===== src/rtl/riscv_cpu_pkg.sv =====
// Shared pipeline-control types: scoreboard entry, forwarding select and control FSM state.
package riscv_cpu_pkg;

  localparam int unsigned REG_ADDR_W = 5;

  typedef enum logic [1:0] {
    FwdNone = 2'd0,
    FwdEx   = 2'd1,
    FwdMem  = 2'd2,
    FwdWb   = 2'd3
  } fwd_sel_e;

  typedef enum logic [1:0] {
    StRun       = 2'd0,
    StLoadStall = 2'd1,
    StExWait    = 2'd2,
    StMemWait   = 2'd3
  } ctrl_state_e;

  typedef struct packed {
    logic                  valid;
    logic [REG_ADDR_W-1:0] rd;
    logic                  we;
    logic                  is_load;
  } sb_entry_t;

  // An in-flight writer matches a source unless the source is x0 or unused.
  function automatic logic sb_match(input sb_entry_t             e,
                                    input logic [REG_ADDR_W-1:0] rs,
                                    input logic                  used);
    return e.valid & e.we & (e.rd == rs) & (rs != '0) & used;
  endfunction

endpackage


===== src/rtl/pipeline_fwd_sel.sv =====
// Per-operand hazard resolver: picks the youngest in-flight writer of one source register
// and reports whether the operand must hold in ID.
module pipeline_fwd_sel
  import riscv_cpu_pkg::*;
#(
  parameter bit ForwardEn = 1'b1
) (
  input  logic [REG_ADDR_W-1:0] rs_i,
  input  logic                  rs_used_i,
  input  sb_entry_t             sb_ex_i,
  input  sb_entry_t             sb_mem_i,
  input  sb_entry_t             sb_wb_i,
  output fwd_sel_e              sel_o,
  output logic                  stall_o
);

  logic     hit_ex, hit_mem, hit_wb;
  fwd_sel_e sel;
  logic     src_is_load;

  assign hit_ex  = sb_match(sb_ex_i, rs_i, rs_used_i);
  assign hit_mem = sb_match(sb_mem_i, rs_i, rs_used_i);
  assign hit_wb  = sb_match(sb_wb_i, rs_i, rs_used_i);

  // Youngest writer wins.
  always_comb begin
    sel         = FwdNone;
    src_is_load = 1'b0;
    if (hit_ex) begin
      sel         = FwdEx;
      src_is_load = sb_ex_i.is_load;
    end else if (hit_mem) begin
      sel         = FwdMem;
      src_is_load = sb_mem_i.is_load;
    end else if (hit_wb) begin
      sel         = FwdWb;
      src_is_load = sb_wb_i.is_load;
    end
  end

  // With forwarding only a load still in EX must wait (its data first exists in MEM);
  // without forwarding any pending writer blocks the reader until it leaves WB.
  assign stall_o = ForwardEn ? ((sel == FwdEx) & src_is_load) : (sel != FwdNone);
  assign sel_o   = ForwardEn ? sel : FwdNone;

endmodule


===== src/rtl/pipeline_ctrl.sv =====
// Hazard/sequencing controller for the 5-stage pipeline: scoreboard of EX/MEM/WB writers,
// per-stage stall/flush, EX operand forwarding selects and stall/flush perf counters.
// Build option: define PIPELINE_CTRL_FORWARDING_EN to enable operand forwarding; otherwise
// every RAW dependency stalls IF/ID until the writer has left WB.
module pipeline_ctrl
  import riscv_cpu_pkg::*;
#(
  parameter int unsigned PERF_W = 32
) (
  input  logic                  clk_i,
  input  logic                  rst_ni,
  input  logic                  id_valid_i,
  input  logic [REG_ADDR_W-1:0] id_rs1_i,
  input  logic [REG_ADDR_W-1:0] id_rs2_i,
  input  logic                  id_rs1_used_i,
  input  logic                  id_rs2_used_i,
  input  logic [REG_ADDR_W-1:0] id_rd_i,
  input  logic                  id_we_i,
  input  logic                  id_is_load_i,
  input  logic                  ex_busy_i,
  input  logic                  ex_branch_taken_i,
  input  logic                  mem_stall_i,
  output logic                  stall_if_o,
  output logic                  stall_id_o,
  output logic                  stall_ex_o,
  output logic                  stall_mem_o,
  output logic                  flush_if_o,
  output logic                  flush_id_o,
  output logic [1:0]            fwd_a_sel_o,
  output logic [1:0]            fwd_b_sel_o,
  output logic [PERF_W-1:0]     stall_cnt_o,
  output logic [PERF_W-1:0]     flush_cnt_o
);

`ifdef PIPELINE_CTRL_FORWARDING_EN
  localparam bit ForwardEn = 1'b1;
`else
  localparam bit ForwardEn = 1'b0;
`endif

  sb_entry_t   sb_ex_q, sb_ex_d, sb_mem_q, sb_mem_d, sb_wb_q, sb_wb_d;
  sb_entry_t   id_entry;
  ctrl_state_e state_q, state_d;
  logic [PERF_W-1:0] stall_cnt_q, stall_cnt_d, flush_cnt_q, flush_cnt_d;
  fwd_sel_e    fwd_a_sel, fwd_b_sel;
  logic        hazard_a, hazard_b, raw_stall, branch_flush;

  assign id_entry = '{valid: id_valid_i, rd: id_rd_i, we: id_we_i, is_load: id_is_load_i};

  pipeline_fwd_sel #(
    .ForwardEn (ForwardEn)
  ) u_fwd_a (
    .rs_i      (id_rs1_i),
    .rs_used_i (id_valid_i & id_rs1_used_i),
    .sb_ex_i   (sb_ex_q),
    .sb_mem_i  (sb_mem_q),
    .sb_wb_i   (sb_wb_q),
    .sel_o     (fwd_a_sel),
    .stall_o   (hazard_a)
  );

  pipeline_fwd_sel #(
    .ForwardEn (ForwardEn)
  ) u_fwd_b (
    .rs_i      (id_rs2_i),
    .rs_used_i (id_valid_i & id_rs2_used_i),
    .sb_ex_i   (sb_ex_q),
    .sb_mem_i  (sb_mem_q),
    .sb_wb_i   (sb_wb_q),
    .sel_o     (fwd_b_sel),
    .stall_o   (hazard_b)
  );

  assign raw_stall   = hazard_a | hazard_b;
  assign fwd_a_sel_o = fwd_a_sel;
  assign fwd_b_sel_o = fwd_b_sel;
  assign stall_cnt_o = stall_cnt_q;
  assign flush_cnt_o = flush_cnt_q;

  // Prioritised stall/flush decode and scoreboard advance.
  always_comb begin
    stall_if_o   = 1'b0;
    stall_id_o   = 1'b0;
    stall_ex_o   = 1'b0;
    stall_mem_o  = 1'b0;
    flush_if_o   = 1'b0;
    flush_id_o   = 1'b0;
    branch_flush = 1'b0;
    sb_ex_d      = sb_ex_q;
    sb_mem_d     = sb_mem_q;
    sb_wb_d      = sb_wb_q;
    state_d      = StRun;
    if (mem_stall_i) begin
      // Whole pipe freezes; a branch in EX is re-presented once memory is ready.
      stall_if_o  = 1'b1;
      stall_id_o  = 1'b1;
      stall_ex_o  = 1'b1;
      stall_mem_o = 1'b1;
      state_d     = StMemWait;
    end else if (ex_busy_i) begin
      stall_if_o = 1'b1;
      stall_id_o = 1'b1;
      stall_ex_o = 1'b1;
      sb_mem_d   = '0;
      sb_wb_d    = sb_mem_q;
      state_d    = StExWait;
    end else if (ex_branch_taken_i) begin
      // Branch wins over a RAW stall: the dependent instruction is on the wrong path.
      flush_if_o   = 1'b1;
      flush_id_o   = 1'b1;
      branch_flush = 1'b1;
      sb_ex_d      = '0;
      sb_mem_d     = sb_ex_q;
      sb_wb_d      = sb_mem_q;
    end else if (raw_stall) begin
      stall_if_o = 1'b1;
      stall_id_o = 1'b1;
      flush_id_o = 1'b1;
      sb_ex_d    = '0;
      sb_mem_d   = sb_ex_q;
      sb_wb_d    = sb_mem_q;
      state_d    = StLoadStall;
    end else begin
      sb_ex_d  = id_valid_i ? id_entry : '0;
      sb_mem_d = sb_ex_q;
      sb_wb_d  = sb_mem_q;
    end
    stall_cnt_d = stall_cnt_q + PERF_W'(stall_id_o);
    flush_cnt_d = flush_cnt_q + PERF_W'(branch_flush);
  end

  // Scoreboard, state and perf counter registers.
  always_ff @(posedge clk_i or negedge rst_ni) begin
    if (!rst_ni) begin
      sb_ex_q     <= '0;
      sb_mem_q    <= '0;
      sb_wb_q     <= '0;
      state_q     <= StRun;
      stall_cnt_q <= '0;
      flush_cnt_q <= '0;
    end else begin
      sb_ex_q     <= sb_ex_d;
      sb_mem_q    <= sb_mem_d;
      sb_wb_q     <= sb_wb_d;
      state_q     <= state_d;
      stall_cnt_q <= stall_cnt_d;
      flush_cnt_q <= flush_cnt_d;
    end
  end

  // The debug-visible state must always trace back to the previous cycle's cause.
  mem_wait_a: assert property (@(posedge clk_i) disable iff (!rst_ni)
    (state_q == StMemWait) |-> $past(mem_stall_i));
  ex_wait_a: assert property (@(posedge clk_i) disable iff (!rst_ni)
    (state_q == StExWait) |-> $past(ex_busy_i));

endmodule


===== config.mk =====
export PLATFORM = sky130hd
export DESIGN_NAME = pipeline_ctrl
export DESIGN_NICKNAME = d
export VERILOG_FILES = /design/src/rtl/riscv_cpu_pkg.sv /design/src/rtl/pipeline_fwd_sel.sv /design/src/rtl/pipeline_ctrl.sv
export SDC_FILE = /design/constraint.sdc
export NUM_CORES = 1
export LEC_CHECK = 0
export BUFFER_PORTS_ARGS = -buffer_cell sky130_fd_sc_hd__buf_2
export CAP_MARGIN = 40
export CORE_MARGIN = 4
export CORE_UTILIZATION = 40
export DETAILED_ROUTE_END_ITERATION = 10
export SLEW_MARGIN = 20
export SYNTH_ARGS = -nofsm -noshare
export SYNTH_HDL_FRONTEND = slang
export SYNTH_SLANG_ARGS = --single-unit

===== constraint.sdc =====
create_clock -name clk_i -period 3.65 [get_ports clk_i]
set_input_delay 0.1825 -clock clk_i [delete_from_list [all_inputs] [get_ports clk_i]]
set_output_delay 0.1825 -clock clk_i [all_outputs]
set_load 0.01 [all_outputs]

# --- Word-level counts from Yosys, hierarchy flattened ---
# Index checks and enable logic that the tools add are counted.
op_classes:
  n_addsub: 2
  n_eq_ne: 6
  mux: 23
  bitwise: 26
  reduce_logical: 5
ops:
  columns: ["operator", "n"]
  rows:
  - ["adder 32 x 1 -> 32 bit", 2]
  - ["two-way mux 8 bit", 4]
  - ["== test 5 bit", 6]
  - ["AND 1 bit", 23]
  - ["two-way mux 1 bit", 13]
  - ["two-way mux 2 bit", 6]
  - ["nonzero test 5 bit", 2]
  - ["nonzero test 2 bit", 2]
  - ["NOT 1 bit", 2]
  - ["AND reduction 2 bit", 1]
  - ["bitwise OR 1 bit", 1]
word_totals:
  reg_bits: 86
  in_bits: 25
  word_cells: 74

# --- Logic depth before layout (Yosys ltp) ---
# Gate-level depths: netlist of run 1.
logic_depth:
  ltp_word: 14
  ltp_mapped: 15
  ltp_nobuf: 14

# --- Hierarchy ---
# From an unflattened synthesis of run 1, not the netlist that was laid out.
unflattened:
  cells_unflattened: 367
  area_unflattened_um2: 4290.4
by_module_without_submodules:
  columns: ["module", "instances", "cells_per_inst", "area_each_um2"]
  rows:
  - ["pipeline_ctrl", 1, 313, 3852.4]
  - ["pipeline_fwd_sel", 2, 27, 219.0]

# --- Least setup slack after synthesis of run 1 ---
# No wires, ideal clock.
synth_timing:
  path_kind: "reg-to-reg"
  startpoint: "register sb_ex_q[5] (netlist name)"
  endpoint: "register stall_cnt_q[18] (netlist: stall_cnt_o[18])"
  arrival_time_ps: 3027
  setup_slack_ps: 498
  stages_incl_launch_ff: 16
  n_path_buf: 1
  path_cell_list: "dfrtp_1 > xor2_1 > nor4_1 > nand4_1 > nand3_1 > a22oi_4 > o21ai_0 > ha_1 > ha_1 > and3_1 > clkbuf_1 > nand4_1 > nor2_1 > and3_1 > nand3_1 > xnor2_1"
synth_between:
  elab_chain_len: 12
synth_lines:
  columns: ["element", "line_no", "text"]
  rows:
  - ["start, declared", "pipeline_ctrl.sv:41", "sb_entry_t sb_ex_q, sb_ex_d, sb_mem_q, sb_mem_d, sb_wb_q, sb_wb_d;"]
  - ["start signal, assigned", "pipeline_ctrl.sv:135", "sb_ex_q <= '0;"]
  - ["start signal, assigned", "pipeline_ctrl.sv:142", "sb_ex_q <= sb_ex_d;"]
  - ["== test 5 bit", "riscv_cpu_pkg.sv:31", "return e.valid & e.we & (e.rd == rs) & (rs != '0) & used;"]
  - ["AND 1 bit (3 in series)", "riscv_cpu_pkg.sv:31", null]
  - ["two-way mux 2 bit", "pipeline_fwd_sel.sv:29", "if (hit_ex) begin"]
  - ["nonzero test 2 bit", "pipeline_fwd_sel.sv:43", "assign stall_o = ForwardEn ? ((sel == FwdEx) & src_is_load) : (sel != FwdNone);"]
  - ["bitwise OR 1 bit (*)", "pipeline_ctrl.sv:74", "assign raw_stall = hazard_a | hazard_b;"]
  - ["two-way mux 1 bit (*)", "pipeline_ctrl.sv:115", "end else if (raw_stall) begin"]
  - ["two-way mux 1 bit (*)", "pipeline_ctrl.sv:107", "end else if (ex_branch_taken_i) begin"]
  - ["two-way mux 1 bit (*)", "pipeline_ctrl.sv:100", "end else if (ex_busy_i) begin"]
  - ["two-way mux 1 bit (*)", "pipeline_ctrl.sv:93", "if (mem_stall_i) begin"]
  - ["via stall_id_o", "pipeline_ctrl.sv:24", "output logic stall_id_o,"]
  - ["adder 32 x 1 -> 32 bit (*)", "pipeline_ctrl.sv:128", "stall_cnt_d = stall_cnt_q + PERF_W'(stall_id_o);"]
  - ["via stall_cnt_d[18]", "pipeline_ctrl.sv:44", "logic [PERF_W-1:0] stall_cnt_q, stall_cnt_d, flush_cnt_q, flush_cnt_d;"]
  - ["end signal, assigned", "pipeline_ctrl.sv:146", "stall_cnt_q <= stall_cnt_d;"]
  - ["end, declared", "pipeline_ctrl.sv:44", null]
# Mark *: on every way through the listed nets, which the timed path passes. The rest lies on a longest branch.
# A chain may end at the register's enable or synchronous reset.

# --- Final worst setup path of run 1 ---
layout_timing:
  startpoint: "register sb_mem_q[3] (netlist name)"
  endpoint: "register stall_cnt_q[30] (netlist: stall_cnt_o[30])"
layout_between:
  elab_chain_len: 13
layout_lines:
  columns: ["element", "line_no", "text"]
  rows:
  - ["start, declared", "pipeline_ctrl.sv:41", null]
  - ["start signal, assigned", "pipeline_ctrl.sv:143", "sb_mem_q <= sb_mem_d;"]
  - ["== test 5 bit", "riscv_cpu_pkg.sv:31", null]
  - ["AND 1 bit (3 in series)", "riscv_cpu_pkg.sv:31", null]
  - ["two-way mux 2 bit", "pipeline_fwd_sel.sv:32", "end else if (hit_mem) begin"]
  - ["two-way mux 2 bit", "pipeline_fwd_sel.sv:29", null]
  - ["nonzero test 2 bit", "pipeline_fwd_sel.sv:43", null]
  - ["bitwise OR 1 bit (*)", "pipeline_ctrl.sv:74", null]
  - ["two-way mux 1 bit (*)", "pipeline_ctrl.sv:115", null]
  - ["two-way mux 1 bit (*)", "pipeline_ctrl.sv:107", null]
  - ["two-way mux 1 bit (*)", "pipeline_ctrl.sv:100", null]
  - ["two-way mux 1 bit (*)", "pipeline_ctrl.sv:93", null]
  - ["adder 32 x 1 -> 32 bit (*)", "pipeline_ctrl.sv:128", null]
  - ["via stall_cnt_d[30]", "pipeline_ctrl.sv:44", null]
# Marked as above.

==> results of run 1 <==
## layer usage
layer,global-route usage (%),part of all wire (%),up-vias
met5,0,0,-
met4,5.59,1.5,0
met3,3.76,5.5,11
met2,23.9,46,67
met1,20.3,47,1380
li1,-,-,1396
## state kept, by name, indices dropped and copies added (netlist names)
name         flops
sb_wb_q          7
sb_mem_q         7
sb_ex_q          7
stall_cnt_o     32
flush_cnt_o     32
## kinds of logic after synthesis
group	count (synthesis)	share of synthesized area, %
AOI/OAI and AO/OA	19	3.84
and+or+nand+nor	126	18.6
other	1	0.0928
adders and majority gates	4	1.24
buffers and inverters	17	2.17
muxes	7	1.95
xor gates and xnor gates	90	19.5
DFF	85	52.6
## worst max-delay path: cells and delay by family (launching register included)
kind                       cells  cell delay (ns)
and+or+nand+nor                8             1.54
adders and majority gates      2             0.47
AOI/OAI and AO/OA              2             0.46
DFF                            1             0.45
xor gates and xnor gates       2             0.31
## worst max path at each step
stage                                      endpoint  cells after the start
after floorplan           stall_cnt_o[18]$_DFF_PN0_                     15
after global placement    stall_cnt_o[30]$_DFF_PN0_                     14
after detailed placement  stall_cnt_o[30]$_DFF_PN0_                     14
after CTS                 stall_cnt_o[30]$_DFF_PN0_                     14
after global routing      stall_cnt_o[30]$_DFF_PN0_                     14
final                     stall_cnt_o[30]$_DFF_PN0_                     14
## stage by stage
stage                     setup slack [ns]  area, sq um  util [%]  power (W)  hold slack [ns]
final                                0.335         4870      49.6    0.00210           0.0778
after global placement               0.382         4630      47.2    0.00142            0.431
after CTS                            0.273         4870      49.6    0.00214           0.0634
after global routing                0.0350         4870      49.6    0.00222           0.0725
after floorplan                      0.498         4050         -    0.00127           -0.113
after detailed placement             0.313         4660      47.4    0.00143            0.202
## timing repair
item / 4_1_cts / 5_1_grt
endpoints found under the hold margin: 38 / 0
hold buffers: 1 / 0
endpoints found under the setup margin: 0 / 0
## layout by cell type, fill, tap and decap left out, types with 3 or more instances in the layout
| cell type | count |
|---|---|
| ha_1 | 4 |
| nand4_1 | 13 |
| buf_2 | 92 |
| nand2_1 | 24 |
| nand3_1 | 24 |
| and3_1 | 11 |
| a32o_1 | 6 |
| nand2b_1 | 7 |
| dfrtp_1 | 85 |
| xnor2_1 | 43 |
| xor2_1 | 47 |
| mux2_2 | 7 |
| and4_1 | 7 |
| nor2_1 | 14 |
| nor4_1 | 6 |
| conb_1 | 4 |
| inv_1 | 5 |
| clkbuf_8 | 10 |
| o21ai_0 | 8 |
| nor3_1 | 3 |
## power groups by stage
stage                     logic [W]  registers (W)  clock network (W)
final                      0.000298        0.00111           0.000686
after global routing       0.000337        0.00113           0.000756
after CTS                  0.000305        0.00111           0.000718
after detailed placement   0.000304        0.00113                  0
after global placement     0.000293        0.00113                  0
after floorplan            0.000127        0.00115                  0
## layout make-up
type | instances | area share [%]
Clock buffer | 10 | 2.82
Timing Repair Buffer | 96 | 10.5
Inverter | 6 | 0.462
Tap cell | 133 | 3.41
Sequential cell | 85 | 43.6
Clock inverter | 6 | 1.39
Multi-Input combinational cell | 250 | 37.7
==> results.yml, run 1 <==
status:
  outcome: "finished clean"
layout:
  n_antenna_cell: 0
  fillers: 964
  final_cells: 586
  final_nets: 477
  multiInputGateArea_sq_um: 1840
  area_growth_pct: 20.6
  drive_gt1_share_pct: 28.9
  register_area_sq_um: 2130
logic_synthesis:
  synth_common_cells: "dfrtp_1 (85), xor2_1 (47), xnor2_1 (43), nand2_1 (24), nand3_1 (24)"
  async_flop_share_pct: 100
  synth.most_common_cell: "dfrtp_1"
  yosys-top-cells-area: "dfrtp_1 (53%), xor2_1 (10%), xnor2_1 (9.3%)"
  syn_area_per_cell_sq_um: 11.6
  synth.distinct_cells: 40
  synth_area_sq_um: 4040
  synth_cells: 349
  ys_ff_latch: 85
  yosysWarnings: 0
  synth_edf_count: 0
  synth_top_cell_by_area: "dfrtp_1"
  synth_top_flop_cell: "dfrtp_1"
  seq_area_frac_synth_pct: 52.6
  synth_top_area_share_pct: 52.6
clocking:
  cts_tree: "done"
  path_clk_slew_ns: 0.09
  htree_levels: 3
  clock_sinks: 85
  root_buffer: "clkbuf_8"
  clk_path_buf_depth: 2
  cts_resized: 0
  numCtsBuffers: 9
  post_cts_buffers: 0
  clk_latency_ns: 0.35
worst_setup_path:
  ff2ff_setup_slack_ns: 0.34
  cp_cell_sequence: "xor2_1, nor4_1, nand4_1, nand3_1, a22oi_4, o21ai_0, ha_1, ha_1, and3_1, nand4_1, nor2_2, nand2_1, nor3_1, xnor2_1"
  worstRegToRegCells: 14
  cp_max_fo: 9
  required_ns: 3.92
  start_kind: "flop"
  max_stage_delay_ns: 0.45
  cp.arrival_ns: 3.58
  end_kind: "flop"
  regToRegEndpoint: "stall_cnt_o[30]$_DFF_PN0_"
  cp_slowest_cell: "dfrtp_1"
  reg2reg_from: "sb_mem_q[3]$_DFFE_PN0N_"
  worst-setup-path-type: "reg -> reg"
  worstSetupStartpoint: "sb_mem_q[3]$_DFFE_PN0N_"
route:
  wl_per_cell_um: 14.4
  viasPerCell: 4.87
  drtAntennaViolNets: 0
  route.detailed.drc: 0
  wl_mm: 8.45
  drt_iter0_drc: 99
  dr_total_vias: 2854
  firstDrtPassIters: 4
power_and_ir_drop:
  ir_worst_vdd_v: 0.000247
  p_sw_w: 0.000603
  p_int_w: 0.00149
  p_per_area_nw_per_um2: 430
  seq_power_share_pct: 53.1
  clkPwrFrac_pct: 32.7
  swShare_pct: 28.8
  p_leak_nw: 2.55
  power_frac_comb_pct: 14.2
sta:
  max_freq_mhz: 302
  finalHoldViolCount: 0
  maxSlewHeadroom_pct: 64.3
  skew_ns: 0.0103
  worstMarginPinSlew_ns: 0.536
  setup_viol: 0
  finalCritPeriodShare_pct: 90.8
  setup_tns_ns: 0
  slew_viol_final: 0
  fin_crit_ns: 3.31
  rsz0062_at_grt: "false"
min_path:
  min_to: "sb_ex_q[3]$_DFFE_PN0P_"
  hold_depth: 2
  hold_class: "in -> reg"
  min_from: "id_rd_i[1]"
placed_design:
  placed_cells: 569
  post-dp-hpwl_mm: 6.31
  place.port_buffers: 93
  routabilityCongestion: 0.836
grt:
  antenna_found_initial: 0
  grt_overflow: 0
  grt_pass1_wl_mm: 14.2
  track_usage_pct: 15.2
  grt_start_max_net_pins: 48
  first_global_vias: 2961
floorplan:
  num_rows: 36
  core_sq_um: 9820
  start_util_pct: 41.2
  die_x_um: 109
  dieArea_sq_um: 11800
  die_h_um: 109
  io-pin-count: 99
flow_run:
  maxCapViolations: 0
Power figures use the tool's default switching activity.
==> inputs of run 2 (changes only) <==
Settings changed: PLACE_DENSITY set to 0.65.
Clock period 3.65 ns to 2.95 ns, I/O delays scaled along.
==> results.yml, run 2 (synthesis results as in run 1) <==
sta:
  finalHoldViolCount: 0
  setup_viol: 0
  max_freq_mhz: 347
  maxSlewHeadroom_pct: 63.6
  finalCritPeriodShare_pct: 97.8
  rsz0062_at_grt: "true"
  fin_ws_ns: 0.0645
  setup_tns_ns: 0
  worstMarginPinSlew_ns: 0.545
  fin_crit_ns: 2.89
  skew_ns: 0.0107
  slew_viol_final: 0
floorplan:
  core_sq_um: 9820
  dieArea_sq_um: 11800
  start_util_pct: 41.2
  die_h_um: 109
  io-pin-count: 99
  die_x_um: 109
  num_rows: 36
clocking:
  clock_sinks: 85
  cts_tree: "done"
  path_clk_slew_ns: 0.08
  clk_path_buf_depth: 2
  root_buffer: "clkbuf_8"
  htree_levels: 3
  clk_latency_ns: 0.35
  numCtsBuffers: 9
worst_setup_path:
  ff2ff_setup_slack_ns: 0.06
  worstRegToRegCells: 14
  end_kind: "flop"
  regToRegEndpoint: "stall_cnt_o[31]$_DFF_PN0_"
  worst-setup-path-type: "reg -> reg"
  start_kind: "flop"
  required_ns: 3.22
  cp.arrival_ns: 3.16
  reg2reg_from: "sb_wb_q[6]$_DFFE_PN0N_"
  cp_max_fo: 3
power_and_ir_drop:
  ir_worst_vdd_v: 0.000337
  p_leak_nw: 2.65
  p_per_area_nw_per_um2: 513
route:
  dr_total_vias: 2993
  firstDrtPassIters: 4
  wl_per_cell_um: 14.4
  viasPerCell: 4.96
  route.detailed.drc: 0
  wl_mm: 8.67
  drt_iter0_drc: 103
  drtAntennaViolNets: 0
grt:
  grt_start_max_net_pins: 46
  grt_pass1_wl_mm: 14.2
  first_global_vias: 2987
  antenna_found_initial: 0
  grt_overflow: 0
  track_usage_pct: 15.3
layout:
  area_growth_pct: 26.3
  final_nets: 496
  drive_gt1_share_pct: 36.3
  n_antenna_cell: 0
  layout_commonest_cell: "buf_2"
  final_cell_mix: "buf_2 (92), dfrtp_1 (81), xor2_1 (46)"
flow_run:
  maxCapViolations: 0
min_path:
  min_to: "sb_ex_q[4]$_DFFE_PN0P_"
  hold_class: "in -> reg"
  hold_depth: 2
  min_from: "id_rd_i[2]"
placed_design:
  routabilityCongestion: 0.835
  dp_slack_ns: -0.0172
  post-dp-hpwl_mm: 6.36
  place.port_buffers: 93
status:
  outcome: "finished clean"
## run 2: changes by cell type in the layout (fill, tap and decap cells not counted), sizes merged
cell      previous run  this run
inv                  8         6
clkinv               1         3
buf                 95       114
clkbuf              10        11
clkinvlp             2         0
## run 2: power by group
part           switching, W  total [W]  leakage, nW  internal [W]
clock network      0.000404   0.000814       0.0992      0.000409
registers          0.000118    0.00138         1.14       0.00126
logic              0.000220   0.000425         1.41      0.000205
## run 2: worst max-delay path by stage
stage	from	to	slack (ns)	depth (start not counted)
global route	sb_ex_q[3]$_DFFE_PN0P_	stall_cnt_o[18]$_DFF_PN0_	-0.11	14
finish	sb_wb_q[6]$_DFFE_PN0N_	stall_cnt_o[31]$_DFF_PN0_	0.06	14
CTS	sb_mem_q[6]$_DFFE_PN0N_	stall_cnt_o[18]$_DFF_PN0_	-0.02	14
detailed placement	sb_mem_q[6]$_DFFE_PN0N_	stall_cnt_o[18]$_DFF_PN0_	-0.02	14
floorplan	sb_ex_q[5]$_DFFE_PN0P_	stall_cnt_o[18]$_DFF_PN0_	0.05	15
global placement	sb_ex_q[5]$_DFFE_PN0P_	stall_cnt_o[30]$_DFF_PN0_	0.07	14
## run 2: what timing repair did
item,4_1_cts,5_1_grt
endpoints found under the hold margin,40,0
pin swaps,1,16
resized for setup,2,23
setup buffers,1,5
setup endpoints to repair,4,19
hold buffers,1,0
## run 2: layout make-up
class / count / area (sq um)
multi-input cells: 250 / 1940
inverters: 6 / 22.5
clock inverters: 4 / 48.8
repair buffers: 115 / 659
fillers: 934 / 4710
flip-flops and latches: 85 / 2130
well taps: 133 / 166
clock buffers: 11 / 141
## run 2: critical path, cell delays in order (launching register included)
cell and delay [ns]:
dfrtp_1 0.42, xor2_1 0.18, nor4_1 0.29, nand4_1 0.16, nand3_2 0.13, a22oi_4 0.09
o21ai_2 0.19, ha_2 0.24, buf_6 0.10, and4_4 0.24, nand4_4 0.12, nor2_4 0.11
nand3b_1 0.16, nor3_2 0.24, xor2_1 0.15
## run 2: routing by layer
metal / part of all wire [%] / up-vias / global-route usage (%)
li1: - / 1432 / -
met2: 47 / 68 / 23.6
met5: 0 / - / 0
met4: 1.8 / 0 / 6.22
met1: 46 / 1480 / 20.7
met3: 5.1 / 13 / 3.94
## run 2: per-stage QoR
stage	instance area, sq um	power (W)	hold slack [ns]	cells	utilization (%)
after global placement	4730	0.00177	0.398	581	48.2
after detailed placement	4760	0.00179	0.175	582	48.5
after global routing	5110	0.00278	0.0353	604	52.0
after floorplan	4060	0.00157	-0.148	352	-
after CTS	4980	0.00261	0.0400	599	50.7
final	5110	0.00262	0.0558	604	52.0
==> inputs of run 3 (changes only) <==
Settings changed: PLACE_DENSITY 0.65 to unset, SYNTH_HIERARCHICAL set to 1.
==> results.yml, run 3 <==
worst_setup_path:
  end_kind: "flop"
  cp.arrival_ns: 3.33
  cp_max_fo: 8
  required_ns: 3.21
  cp_cell_sequence: "xor2_1, nor4_2, nand4_1, a31oi_1, nor2_1, o21ai_2, ha_2, nand4_1, or4_4, nor4_4, xor2_1"
  max_stage_delay_ns: 0.65
  start_kind: "flop"
  crit_family: "simple AND/OR/NAND/NOR gates"
  worst-setup-path-type: "reg -> reg"
  worstRegToRegCells: 11
  worst-path-buf-inv: 0
  cp_slowest_cell: "or4_4"
  path_depth: 11
layout:
  fillers: 963
  drive_gt1_share_pct: 34.2
  final_cells: 616
  utilization_pct: 50.9
  final_cell_mix: "buf_2 (92), dfrtp_1 (85), xor2_1 (46)"
  final_nets: 504
  n_antenna_cell: 0
  multiInputGateArea_sq_um: 2000
  register_area_sq_um: 2130
  layout_commonest_cell: "buf_2"
  area_growth_pct: 24.8
power_and_ir_drop:
  ir_worst_vdd_v: 0.000320
  p_leak_nw: 2.64
  p_per_area_nw_per_um2: 517
placed_design:
  place.port_buffers: 93
  post-dp-hpwl_mm: 6.58
  dp_slack_ns: -0.0424
  placed_cells: 584
  routabilityCongestion: 0.812
floorplan:
  dieArea_sq_um: 12200
  io-pin-count: 99
  die_x_um: 110
  die_h_um: 110
  core_sq_um: 10300
  num_rows: 37
  start_util_pct: 40.7
min_path:
  hold_depth: 2
  hold_class: "in -> reg"
clocking:
  htree_levels: 3
  clk_path_buf_depth: 2
  path_clk_slew_ns: 0.08
  root_buffer: "clkbuf_8"
  clock_sinks: 85
  numCtsBuffers: 9
  cts_tree: "done"
  clk_latency_ns: 0.34
route:
  dr_total_vias: 3118
  viasPerCell: 5.06
  drtAntennaViolNets: 0
  route.detailed.drc: 0
  wl_mm: 9.32
  wl_per_cell_um: 15.1
  firstDrtPassIters: 4
  drt_iter0_drc: 135
sta:
  fin_ws_ns: -0.121
  skew_ns: 0.0133
  finalHoldViolCount: 0
  slew_viol_final: 0
  fin_crit_ns: 3.07
  rsz0062_at_grt: "true"
  maxSlewHeadroom_pct: 50.3
  max_freq_mhz: 326
  finalCritPeriodShare_pct: 104
  worstMarginPinSlew_ns: 0.739
  setup_viol: 9
grt:
  grt_pass1_wl_mm: 15.2
  first_global_vias: 3114
  grt_overflow: 0
  track_usage_pct: 15.9
  antenna_found_initial: 0
  grt_start_max_net_pins: 56
flow_run:
  maxCapViolations: 0
logic_synthesis:
  synth_cells: 361
  yosysWarnings: 6
  synth_area_sq_um: 4190
  syn_area_per_cell_sq_um: 11.6
status:
  outcome: "finished with violations"
  violations: "negative setup slack"
-- run 3: changes by cell type in the layout (fill, tap and decap cells not counted), moves of 6 or more --
cell	delta
a22o_1	+12
a32o_1	-6
nand2_1	-6
nand2b_1	-7
nand4_1	+15
-- run 3: layout make-up --
cell class,instances,area share (%)
Clock inverter,5,1.56
Tap cell,136,3.26
Sequential cell,85,40.7
Inverter,6,0.431
Multi-Input combinational cell,255,38.3
Timing Repair Buffer,118,13.1
Clock buffer,11,2.71
-- run 3: final timing paths --
check,from,end,slack [ns]
min in group asynchronous,rst_ni,stall_cnt_o[13]$_DFF_PN0_,0.28
worst max-delay path,sb_mem_q[5]$_DFFE_PN0N_,stall_cnt_o[21]$_DFF_PN0_,-0.12
worst max register to register,sb_mem_q[5]$_DFFE_PN0N_,stall_cnt_o[21]$_DFF_PN0_,-0.12
worst min-delay path,id_rd_i[0],sb_ex_q[2]$_DFFE_PN0P_,0.02
worst min register to register,stall_cnt_o[31]$_DFF_PN0_,stall_cnt_o[31]$_DFF_PN0_,0.47
max in group asynchronous,rst_ni,flush_cnt_o[17]$_DFF_PN0_,2.06
-- run 3: through the flow --
stage / TNS, ns / cell area [sq um] / power, W / hold WS, ns
floorplan: 0 / 4200 / 0.00159 / -0.148
global placement: 0 / 4800 / 0.00177 / 0.369
detailed placement: -0.163 / 4820 / 0.00179 / 0.122
CTS: 0 / 5170 / 0.00273 / 0.00451
global route: -2.84 / 5230 / 0.00284 / 0.00228
finish: -0.783 / 5230 / 0.00270 / 0.0236
-- run 3: per-layer routing --
| layer | up-vias | share of wire, % | GRT usage [%] |
|---|---|---|---|
| met3 | 9 | 5.1 | 2.91 |
| li1 | 1487 | - | - |
| met4 | 0 | 0.97 | 5.54 |
| met1 | 1544 | 46 | 22.0 |
| met5 | - | 0 | 0 |
| met2 | 78 | 48 | 25.0 |
-- run 3: what timing repair did --
item | CTS | global route
gates cloned | 0 | 0
endpoints found under the setup margin | 9 | 22
buffers inserted | 12 | 1
hold endpoints to repair | 32 | 0
resized for setup | 2 | 7
pin swaps | 5 | 4
hold buffers | 3 | 0
-- run 3: power breakdown --
group          total [W]  leakage, nW  switching, W  internal [W]
sequential       0.00138         1.15      0.000123       0.00126
combinational   0.000394         1.38      0.000210      0.000184
clock           0.000922        0.110      0.000419      0.000503
